===== src/rtl/fifo_pkg.sv =====
// Shared types and elaboration helpers for the parametrised FIFO.
// fifo_status_t mirrors the flag outputs so scoreboards can compare them as one word.
package fifo_pkg;

  localparam int MIN_DEPTH = 4;

  typedef struct packed {
    logic empty;
    logic full;
    logic almost_empty;
    logic almost_full;
    logic overflow;
    logic underflow;
  } fifo_status_t;

  function automatic int addr_w(input int depth);
    return (depth < 2) ? 1 : $clog2(depth);
  endfunction

  function automatic bit is_pow2(input int v);
    return (v > 0) && ((v & (v - 1)) == 0);
  endfunction

endpackage


===== src/rtl/fifo_mem.sv =====
// Simple dual-port storage: synchronous write, registered read port.
// With BYPASS set, a write to the address being loaded is forwarded into the read register.
module fifo_mem
  import fifo_pkg::*;
#(
  parameter int DATA_W = 8,
  parameter int DEPTH  = 16,
  parameter int AW     = 4,
  parameter bit BYPASS = 1'b0
) (
  input  logic              clk,
  input  logic              rst_n,
  input  logic              we,
  input  logic [AW-1:0]     waddr,
  input  logic [DATA_W-1:0] wdata,
  input  logic              re,
  input  logic [AW-1:0]     raddr,
  output logic [DATA_W-1:0] q
);

  logic [DATA_W-1:0] mem [DEPTH];
  logic [DATA_W-1:0] rdata;

  always_ff @(posedge clk) begin
    if (we) mem[waddr] <= wdata;
  end

  // The array is read asynchronously; forwarding covers a write landing on the head slot.
  assign rdata = (BYPASS && we && (waddr == raddr)) ? wdata : mem[raddr];

  always_ff @(posedge clk or negedge rst_n) begin
    if (!rst_n) q <= '0;
    else if (re) q <= rdata;
  end

endmodule


===== src/rtl/fifo_param.sv =====
// Parametrised single-clock FIFO with programmable thresholds, occupancy count,
// overflow/underflow pulses and selectable first-word-fall-through read mode.
module fifo_param
  import fifo_pkg::*;
#(
  parameter int DATA_W = 8,
  parameter int DEPTH  = 16,
  parameter int AF_LVL = DEPTH - 2,
  parameter int AE_LVL = 2,
  parameter bit FWFT   = 1'b0,
  localparam int AW    = addr_w(DEPTH)
) (
  input  logic              clk,
  input  logic              rst,
  input  logic [DATA_W-1:0] din,
  input  logic              wr,
  input  logic              rd,
  output logic [DATA_W-1:0] dout,
  output logic              empty,
  output logic              full,
  output logic              almost_full,
  output logic              almost_empty,
  output logic [AW:0]       count,
  output logic              overflow,
  output logic              underflow
);

  if (!is_pow2(DEPTH) || DEPTH < MIN_DEPTH) begin : g_bad_depth
    $error("fifo_param: DEPTH must be a power of two and at least 4");
  end
  if (AE_LVL >= AF_LVL) begin : g_bad_levels
    $error("fifo_param: AE_LVL must be below AF_LVL");
  end

  localparam logic [AW:0] AF_C    = (AW + 1)'(AF_LVL);
  localparam logic [AW:0] AE_C    = (AW + 1)'(AE_LVL);
  localparam logic [AW:0] DEPTH_C = (AW + 1)'(DEPTH);

  // Handshake: wr/rd are requests sampled every rising edge. A read is taken when the FIFO
  // holds data; a write is taken when not full, or when full and a read is taken the same
  // edge. Rejected requests raise overflow/underflow for one cycle and change nothing else.
  logic [AW:0]  wr_ptr, rd_ptr, rd_ptr_nxt, count_nxt;
  logic         ra, wa;
  logic         mem_re;
  logic [AW-1:0] mem_raddr;
  fifo_status_t st;

  assign ra         = rd & ~st.empty;
  assign wa         = wr & (~st.full | ra);
  assign rd_ptr_nxt = rd_ptr + {{AW{1'b0}}, ra};
  assign count_nxt  = count + {{AW{1'b0}}, wa} - {{AW{1'b0}}, ra};

  always_ff @(posedge clk or negedge rst) begin
    if (!rst) begin
      wr_ptr <= '0;
      rd_ptr <= '0;
      count  <= '0;
      st     <= '{empty: 1'b1, full: 1'b0, almost_empty: 1'b1, almost_full: 1'b0,
                  overflow: 1'b0, underflow: 1'b0};
    end else begin
      wr_ptr          <= wr_ptr + {{AW{1'b0}}, wa};
      rd_ptr          <= rd_ptr_nxt;
      count           <= count_nxt;
      st.empty        <= (count_nxt == '0);
      st.full         <= (count_nxt == DEPTH_C);
      st.almost_empty <= (count_nxt <= AE_C);
      st.almost_full  <= (count_nxt >= AF_C);
      st.overflow     <= wr & ~wa;
      st.underflow    <= rd & ~ra;
    end
  end

  // FWFT keeps the read register loaded with whatever word will be at the head after this edge.
  assign mem_re    = FWFT ? (count_nxt != '0) : ra;
  assign mem_raddr = FWFT ? rd_ptr_nxt[AW-1:0] : rd_ptr[AW-1:0];

  fifo_mem #(
    .DATA_W (DATA_W),
    .DEPTH  (DEPTH),
    .AW     (AW),
    .BYPASS (FWFT)
  ) u_mem (
    .clk   (clk),
    .rst_n (rst),
    .we    (wa),
    .waddr (wr_ptr[AW-1:0]),
    .wdata (din),
    .re    (mem_re),
    .raddr (mem_raddr),
    .q     (dout)
  );

  assign empty        = st.empty;
  assign full         = st.full;
  assign almost_empty = st.almost_empty;
  assign almost_full  = st.almost_full;
  assign overflow     = st.overflow;
  assign underflow    = st.underflow;

endmodule

===== config.mk =====
export PLATFORM = sky130hd
export DESIGN_NAME = fifo_param
export DESIGN_NICKNAME = d
export VERILOG_FILES = /design/src/rtl/fifo_pkg.sv /design/src/rtl/fifo_mem.sv /design/src/rtl/fifo_param.sv
export SDC_FILE = /design/constraint.sdc
export NUM_CORES = 1
export LEC_CHECK = 0
export ABC_AREA = 1
export CAP_MARGIN = 20
export CORE_MARGIN = 8
export CORE_UTILIZATION = 39
export DETAILED_ROUTE_END_ITERATION = 10
export PLACE_DENSITY = 0.59
export REMOVE_ABC_BUFFERS = 1
export SYNTH_ARGS = -nofsm -noshare
export SYNTH_HDL_FRONTEND = slang
export SYNTH_SLANG_ARGS = --single-unit

===== constraint.sdc =====
create_clock -name clk -period 3.2 [get_ports clk]
set_clock_uncertainty 0.2 [all_clocks]
set_input_delay 0.64 -clock clk [delete_from_list [all_inputs] [get_ports clk]]
set_output_delay 0.64 -clock clk [all_outputs]
set_load 0.02 [all_outputs]

# Word level (Yosys, flattened, before mapping)
# Memory sizes are Yosys's and may differ from the RTL's. A register that Yosys moved wholly into a read port is not among the register bits.
# Cells that the tools add are included.
# classes
add_sub_neg	4
multipliers	0
div_mod_pow	0
magnitude_cmp	2
eq_ne	1
shift	0
mux	2
bitwise	9
n_reduce_logical	2
# ops
operator	count
$add A5 B1 Y5	3
$eq A5 B5 Y1 const B	1
$ge A5 B4 Y1 const B	1
$le A5 B2 Y1 const B	1
$logic_not A5 Y1	1
$sub A5 B1 Y5	1
$and A1 B1 Y1	4
$not A1 Y1	4
$mux W1	2
$logic_not A1 Y1	1
$or A1 B1 Y1	1
# word_totals
ff_bits	21
latch_bits	0
ramBits	128
mem_bits_ro	0
inputBits	12
out_inout_bits	19
wordCells	30
memories	1
# memory_table
name	words	word_bits	read_ports	rd_ports_with_merged_regs	write_ports	line	source
u_mem.mem	16	8	1	1	1	fifo_mem.sv:21	logic [DATA_W-1:0] mem [DEPTH];

# Depth between registers and ports, before layout
# Gate-level depths: netlist (run 1).
# logic_depth
depth_word	7
ltp_mapped	14
ltp_nobuf	14

# Hierarchy
# From an unflattened synthesis (run 1), not the netlist that was laid out.
# unflattened
cells_unflattened	556
hier_area_um2	6482.5
# modules_own_cells
mod	instances	cells_each	area_each_um2	seq_area_each_um2
fifo_mem	1	483	5635.4	4043.9
fifo_param	1	73	847.1	478.0

# Worst setup path after synthesis (run 1)
# OpenSTA, ideal clock, no wires.
# synth_timing
path_kind	in2reg
startpoint	input port rd
endpoint	register, netlist name full
setup_time_ns	0.072
arrival_ns	2.705
t_required_ns	2.928
setup_slack_ns	0.223
cell_stages	14
path_buffers	0
cell_sequence	inv_1 > nor2_4 > inv_4 > a21oi_4 > inv_1 > ha_1 > inv_1 > ha_1 > inv_1 > fa_1 > o21ai_1 > xor2_1 > inv_2 > nor2_1
# synth_via
elab_chain_len	6
# synth_lines
element	line	source
start: declaration	fifo_param.sv:17	input logic rd,
$and A1 B1 Y1 *	fifo_param.sv:48	assign ra = rd & ~st.empty;
net mem_re	fifo_param.sv:44	logic mem_re;
$or A1 B1 Y1	fifo_param.sv:49	assign wa = wr & (~st.full | ra);
$and A1 B1 Y1	fifo_param.sv:49	
$add A5 B1 Y5	fifo_param.sv:51	assign count_nxt = count + {{AW{1'b0}}, wa} - {{AW{1'b0}}, ra};
$sub A5 B1 Y5 *	fifo_param.sv:51	
net count_nxt[4]	fifo_param.sv:42	logic [AW:0] wr_ptr, rd_ptr, rd_ptr_nxt, count_nxt;
$eq A5 B5 Y1 *	fifo_param.sv:65	st.full <= (count_nxt == DEPTH_C);
# The timed path passes the listed nets; every way through them passes the cells marked *.

# Worst setup path after layout (run 1)
# layout_timing
startpoint	input port rd
endpoint	register, netlist name full
# layout_via
elab_chain_len	6
# layout_lines
element	line
$and A1 B1 Y1 *	fifo_param.sv:48
net mem_re	fifo_param.sv:44
$or A1 B1 Y1	fifo_param.sv:49
$and A1 B1 Y1	fifo_param.sv:49
$add A5 B1 Y5	fifo_param.sv:51
$sub A5 B1 Y5 *	fifo_param.sv:51
net count_nxt[4]	fifo_param.sv:42
$eq A5 B5 Y1 *	fifo_param.sv:65
# Marks and branches as above.

==> metrics.txt, run 1 <==
Worst-path clk slew 0.06 ns; DRT antenna net count 0; DP Area 7032 um^2; status finished, final reports clean; drt initial violations 406; worst-path cell chain clkdlybuf4s50_1, inv_1, nor2_4, inv_4, a21oi_4, inv_1, ha_1, inv_1, ha_1, inv_1, fa_1, o21ai_1, xor2_1, inv_2, nor2_1; Routed wire per std cell 17.50 um; CP Buf/Inv Count 7; Crit Path Category primary input to register; core region area 15940 um^2; CTS Sinks 155; chip width 143.8 um; hold crit path type register to register; slew at the pin with the worst max-slew slack 0.7724 ns; first-pass GRT wire length 23.15 mm; Worst path max stage delay 0.47 ns; FF/Latch Area 4523 um^2; CTS resizes 0; Yosys reg bits 155; Post-CTS Hold Buffers 0; P_leak 0.002993 uW; layout cells sized above 1 10.93%; fillers 1445; CTS root buf clkbuf_16; PortBufs 30; top cell type's share of synthesized area 60.33%; warnings from Yosys 0; top cells by area, synth edfxtp_1 (60%), nand2_1 (12%), dfrtp_1 (9.8%); most frequent cells in the layout nand2_1 (203), edfxtp_1 (128), nand3_1 (78); TritonCTS Buffers 17; fmax 338.7 MHz; layout net count 631; Final Cycle Share 92.26%; asr flop ratio synth 17.42%; crit-path max FO 4; WP data required 3.35 ns; number of enable flip-flop cells after synthesis 128; family with the most delay on the worst path adder cells; area growth from synthesis to layout 19.54%; Setup Fix Bufs, Post-CTS 0; starting density of the core 39.96%; min cycle time layout 2.952 ns; register area share after synthesis 70.97%; H-tree depth 4; Mean Syn Cell Area 11.44 um^2; area of the multi-input gates 1645 um^2; RSZ-0062 raised after global routing false; Die Y 143.8 um; row count 46; power density cells 971.1 nW/um^2; Max Slew Vio Count 0; routability cong. 0.8016; drt pass-1 iters 7; CP Capture Type register; CP most frequent cell inv_1; commonest non-fill, non-tap cell in the layout nand2_1; Synth Instances 557; hpwl dp 9.140 mm; final hold violation count 0; initial antenna violation count 0; Via Count 4137; Worst EP arrival 3.11 ns; Primary FF master, synth edfxtp_1; setup violators final 0; cell taking the most area after synthesis edfxtp_1; Setup crit start kind primary input; Util after Layout 47.77%; Peak VDD IR 416.9 uV; vias per cell 4.937; worst rel slew slack 48.35%; I/O pins 31; final WL 14.66 mm; total grt overflow 0; GRT Total Usage 15.15%; antenna fix cells 0; # Max-Cap Violations 0; die area 20680 um^2; clock latency on the worst-skew pair 0.42 ns; Residual DRC 0; CTS tree yes; final non-filler cell total 838; clk buf depth 2; library cells used by synthesis 24; Slowest cell on crit path clkdlybuf4s50_1; pin count of the biggest net entering global routing 66; vias in the first global route 4092; cell total after placement 806; design area 7616 um^2; Mapped Area 6371 um^2
synthesized netlist by cell type (2+ instances only):
| cell type | number |
|---|---|
| inv_2 | 4 |
| xor2_1 | 5 |
| xnor2_1 | 2 |
| nand3_2 | 4 |
| dfstp_2 | 2 |
| inv_1 | 19 |
| clkbuf_1 | 2 |
| nand2_1 | 203 |
| edfxtp_1 | 128 |
| ha_1 | 9 |
| buf_4 | 2 |
| nor2_4 | 2 |
| dfrtp_1 | 25 |
| buf_2 | 17 |
| nand3_1 | 78 |
| o21ai_1 | 2 |
| a21oi_1 | 18 |
| nor2_1 | 29 |
worst min-delay path, stage by stage (launching register included):
cell     delay (ns)
dfrtp_1        0.35
nand2_1        0.06
nand2_1        0.05
per-layer routing:
metal | wire length, um | share of wire (%) | track usage [%]
met1 | 6544 | 45 | 20.12
met2 | 7058 | 48 | 23.49
met3 | 693 | 4.7 | 2.754
met4 | 365 | 2.5 | 7.360
met5 | 0 | 0 | 0
final timing paths:
| path | end | depth (start not counted) | slack, ns | from |
|---|---|---|---|---|
| max | full$_DFF_PN0_ | 15 | 0.25 | rd |
| min | u_mem.q[5]$_DFFE_PN0P_ | 2 | 0.29 | u_mem.q[5]$_DFFE_PN0P_ |
| max reg2reg | full$_DFF_PN0_ | 11 | 0.51 | empty$_DFF_PN1_ |
| min reg2reg | u_mem.q[5]$_DFFE_PN0P_ | 2 | 0.29 | u_mem.q[5]$_DFFE_PN0P_ |
| max in group asynchronous | empty$_DFF_PN1_ | 2 | 2.10 | rst |
| min in group asynchronous | u_mem.q[0]$_DFFE_PN0P_ | 2 | 0.40 | rst |
report_power, final:
group          internal (uW)  switching (uW)
Combinational            894            1740
Sequential              2540             236
Clock                   1220             771
sequential cells by signal, indices dropped and copies added (netlist names):
signal,cells
u_mem.q,8
empty,1
count,5
rd_ptr,4
almost_full,1
u_mem.mem,128
wr_ptr,4
almost_empty,1
full,1
overflow,1
underflow,1
metrics by stage:
step,hold WS [ns],worst slack (ns),power (uW),TNS [ns]
finish,0.2888,0.2476,7396,0
global placement,0.2706,-0.1357,5379,-0.4577
floorplan,0.1444,0.2227,4391,0
global route,0.3070,0.05707,7851,0
detailed placement,0.2691,-0.1725,5462,-0.6358
CTS,0.2866,0.2528,7452,0
logic make-up after synthesis:
kind of cell             Yosys count  synth area share (%)
flip-flops                       155                 70.97
adder cells (fa/ha/maj)           10                 2.082
buffers and inverters             46                 3.201
AO/OA/AOI/OAI                     21                 1.827
XOR/XNOR                           7                0.9623
AND/OR/NAND/NOR                  318                 20.95
area by class of cell:
class	count	area share [%]
sequential	155	59.39
inverter	24	1.216
tap	216	3.549
timing repair buffer	55	6.571
clock buffer	19	5.684
multi-input combinational	356	21.60
clock inverter	13	1.988
(Power assumes the default switching activity.)
==> run 2, diff against run 1 <==
- CAP_MARGIN: 20 -> default
==> results of run 2 <==
No change in the layout: final DEF, timing and power equal those of run 1.
==> run 3, diff against run 2 <==
==> constraint.sdc (replaced) <==
create_clock -name clk -period 3.2 [get_ports clk]
set_clock_uncertainty 0.2 [all_clocks]
set_input_delay 0.64 -clock clk [delete_from_list [all_inputs] [get_ports clk]]
set_output_delay 0.64 -clock clk [all_outputs]
set_load 0.1 [all_outputs]
==> run 3 against run 2 <==
  * Flip-flop and latch count unchanged
  * Hold slack worse by 0.0036 ns
  * Cell count unchanged
  * Largest power group is now combinational cells
  * Utilization decreased by 0.30 points
  * Largest cell class unchanged
==> metrics.txt, run 3 (synthesized netlist as in run 1, its figures left out) <==
CP most frequent cell inv_1; Max Slew Vio Count 0 (unchanged); clk buf depth 2 (unchanged); drt initial violations 392 (-3.4%); min cycle time layout 2.958 ns (+0.005654 ns); Worst-path clk slew 0.06 ns (about the same); Reg2Reg Setup Slack 0.50 ns (about the same); RSZ-0062 raised after global routing false; drt pass-1 iters 5 (-2); design area 7569 um^2 (-0.62%); die area 20680 um^2 (unchanged); Reg2Reg Depth 11 (unchanged); Routed wire per std cell 16.95 um (-3.1%); Worst Setup Slack, final 0.2419 ns (-0.005654 ns); setup violators final 0 (unchanged); pin count of the biggest net entering global routing 66 (unchanged); Peak VDD IR 803.8 uV (+93%); CTS root buf clkbuf_16; most frequent cells in the layout nand2_1 (203), edfxtp_1 (128), nand3_1 (78); max FFs per register 128 (unchanged); layout net count 631 (unchanged); antenna fix cells 0 (unchanged); largest registers u_mem.mem (128), u_mem.q (8), count (5); # Max-Cap Violations 0 (unchanged); Setup crit start kind primary input; layout cells sized above 1 14.15% (+3.2 points); CTS resizes 0 (unchanged); starting density of the core 39.96% (unchanged); PortBufs 30 (unchanged); vias per cell 4.841 (-1.9%); Residual DRC 0 (unchanged); Critical R2R Launch empty$_DFF_PN1_; power density cells 1053 nW/um^2 (+8.4%); total grt overflow 0 (unchanged); largest register by flop count u_mem.mem; Min Hold Slack 0.2853 ns (-0.003564 ns); commonest non-fill, non-tap cell in the layout nand2_1; vias in the first global route 4002 (-2.2%); I/O pins 31 (unchanged); core region area 15940 um^2 (unchanged); Via Count 4057 (-1.9%); fillers 1437 (-0.55%); hold crit path type register to register; row count 46 (unchanged); fmax 338.1 MHz (-0.19%); clock latency on the worst-skew pair 0.42 ns (about the same); chip width 143.8 um (unchanged); CTS tree yes; DP Area 6984 um^2 (-0.68%); final WL 14.21 mm (-3.1%); status finished, final reports clean; Worst path max stage delay 0.47 ns (about the same); Worst Setup EP almost_full$_DFF_PN0_; routability cong. 0.7853 (-2.0%); worst rel slew slack 52.36% (+4.0 points); Final Cycle Share 92.44% (+0.18 points); worst-path cell chain clkdlybuf4s50_1, inv_1, nor2_4, inv_4, a21oi_4, inv_1, ha_1, inv_1, ha_1, inv_1, fa_1, o21ai_1, xor2_1, inv_2, o21ai_1; CTS Sinks 155 (unchanged); Crit Path Category primary input to register; CP Capture Type register; TritonCTS Buffers 17 (unchanged); GRT Total Usage 14.70% (-0.45 points); crit-path max FO 4 (unchanged); slew at the pin with the worst max-slew slack 0.7146 ns (-0.05774 ns); initial antenna violation count 0 (unchanged); Die Y 143.8 um (unchanged); area growth from synthesis to layout 18.79%; first-pass GRT wire length 22.39 mm (-3.3%); Worst EP arrival 3.10 ns (about the same); Setup Fix Bufs, Post-CTS 0 (unchanged); hpwl dp 8.964 mm (-1.9%); Post-CTS Hold Buffers 0 (unchanged); worst slack, placed -0.1768 ns (-0.004384 ns); DRT antenna net count 0 (unchanged); P_leak 0.003028 uW (+1.2%); Slowest cell on crit path clkdlybuf4s50_1; final hold violation count 0 (unchanged); Critical Path Start rd; WP data required 3.34 ns (about the same); Overall Power 7967 uW (+7.7%); H-tree depth 4 (unchanged); FF-to-FF End almost_full$_DFF_PN0_
run 3: cell types whose count changed in the layout (fill, tap and decap cells not counted):
cell | before | now
buf_4 | 24 | 43
clkdlybuf4s50_1 | 30 | 11
clkinv_1 | 2 | 1
clkinv_2 | 3 | 5
clkinv_4 | 1 | 2
clkinvlp_4 | 4 | 2
run 3: area by class of cell:
class | count | area (um^2) | area share [%]
inverters | 24 | 92.59 | 1.223
flip-flops and latches | 155 | 4523 | 59.76
well taps | 216 | 270.3 | 3.571
multi-input cells | 356 | 1645 | 21.74
clock buffers | 19 | 432.9 | 5.720
repair buffers | 55 | 452.9 | 5.984
clock inverters | 13 | 151.4 | 2.000
run 3: critical path: cells and delay by family:
family          cells  cell delay, ns
compound gates      3            0.39
xor+xnor            1            0.33
fa+ha+maj           3            0.81
buf+inv             7            0.82
simple gates        1            0.11
run 3: where the power goes:
group	leakage [uW]	switching [uW]	internal, uW
logic	0.00127	2370	854
clock network	0.000284	761	1220
registers	0.00148	224	2540
total	0.00303	3360	4610
run 3: worst min path at each step:
| stage | from | end | slack (ns) | cells after the start |
|---|---|---|---|---|
| floorplan | rst | almost_full$_DFF_PN0_ | 0.14 | 0 |
| global placement | u_mem.q[6]$_DFFE_PN0P_ | u_mem.q[6]$_DFFE_PN0P_ | 0.27 | 2 |
| detailed placement | u_mem.q[7]$_DFFE_PN0P_ | u_mem.q[7]$_DFFE_PN0P_ | 0.28 | 2 |
| CTS | u_mem.q[7]$_DFFE_PN0P_ | u_mem.q[7]$_DFFE_PN0P_ | 0.29 | 2 |
| global route | u_mem.q[7]$_DFFE_PN0P_ | u_mem.q[7]$_DFFE_PN0P_ | 0.31 | 2 |
| finish | u_mem.q[7]$_DFFE_PN0P_ | u_mem.q[7]$_DFFE_PN0P_ | 0.29 | 2 |
run 3: per-stage QoR:
step,setup TNS [ns],std cells,utilization (%)
6_report,0,838,47.47
5_1_grt,0,838,47.47
4_1_cts,0,838,47.47
3_5_place_dp,-0.6794,806,43.81
3_3_place_gp,-0.4340,806,43.81
2_1_floorplan,0,535,-
run 3: metal layers:
| metal | wire length [um] | GRT usage, % |
|---|---|---|
| met4 | 310 | 6.862 |
| met2 | 6756 | 23.29 |
| met3 | 684 | 3.152 |
| met1 | 6458 | 18.91 |
| met5 | 0 | 0 |
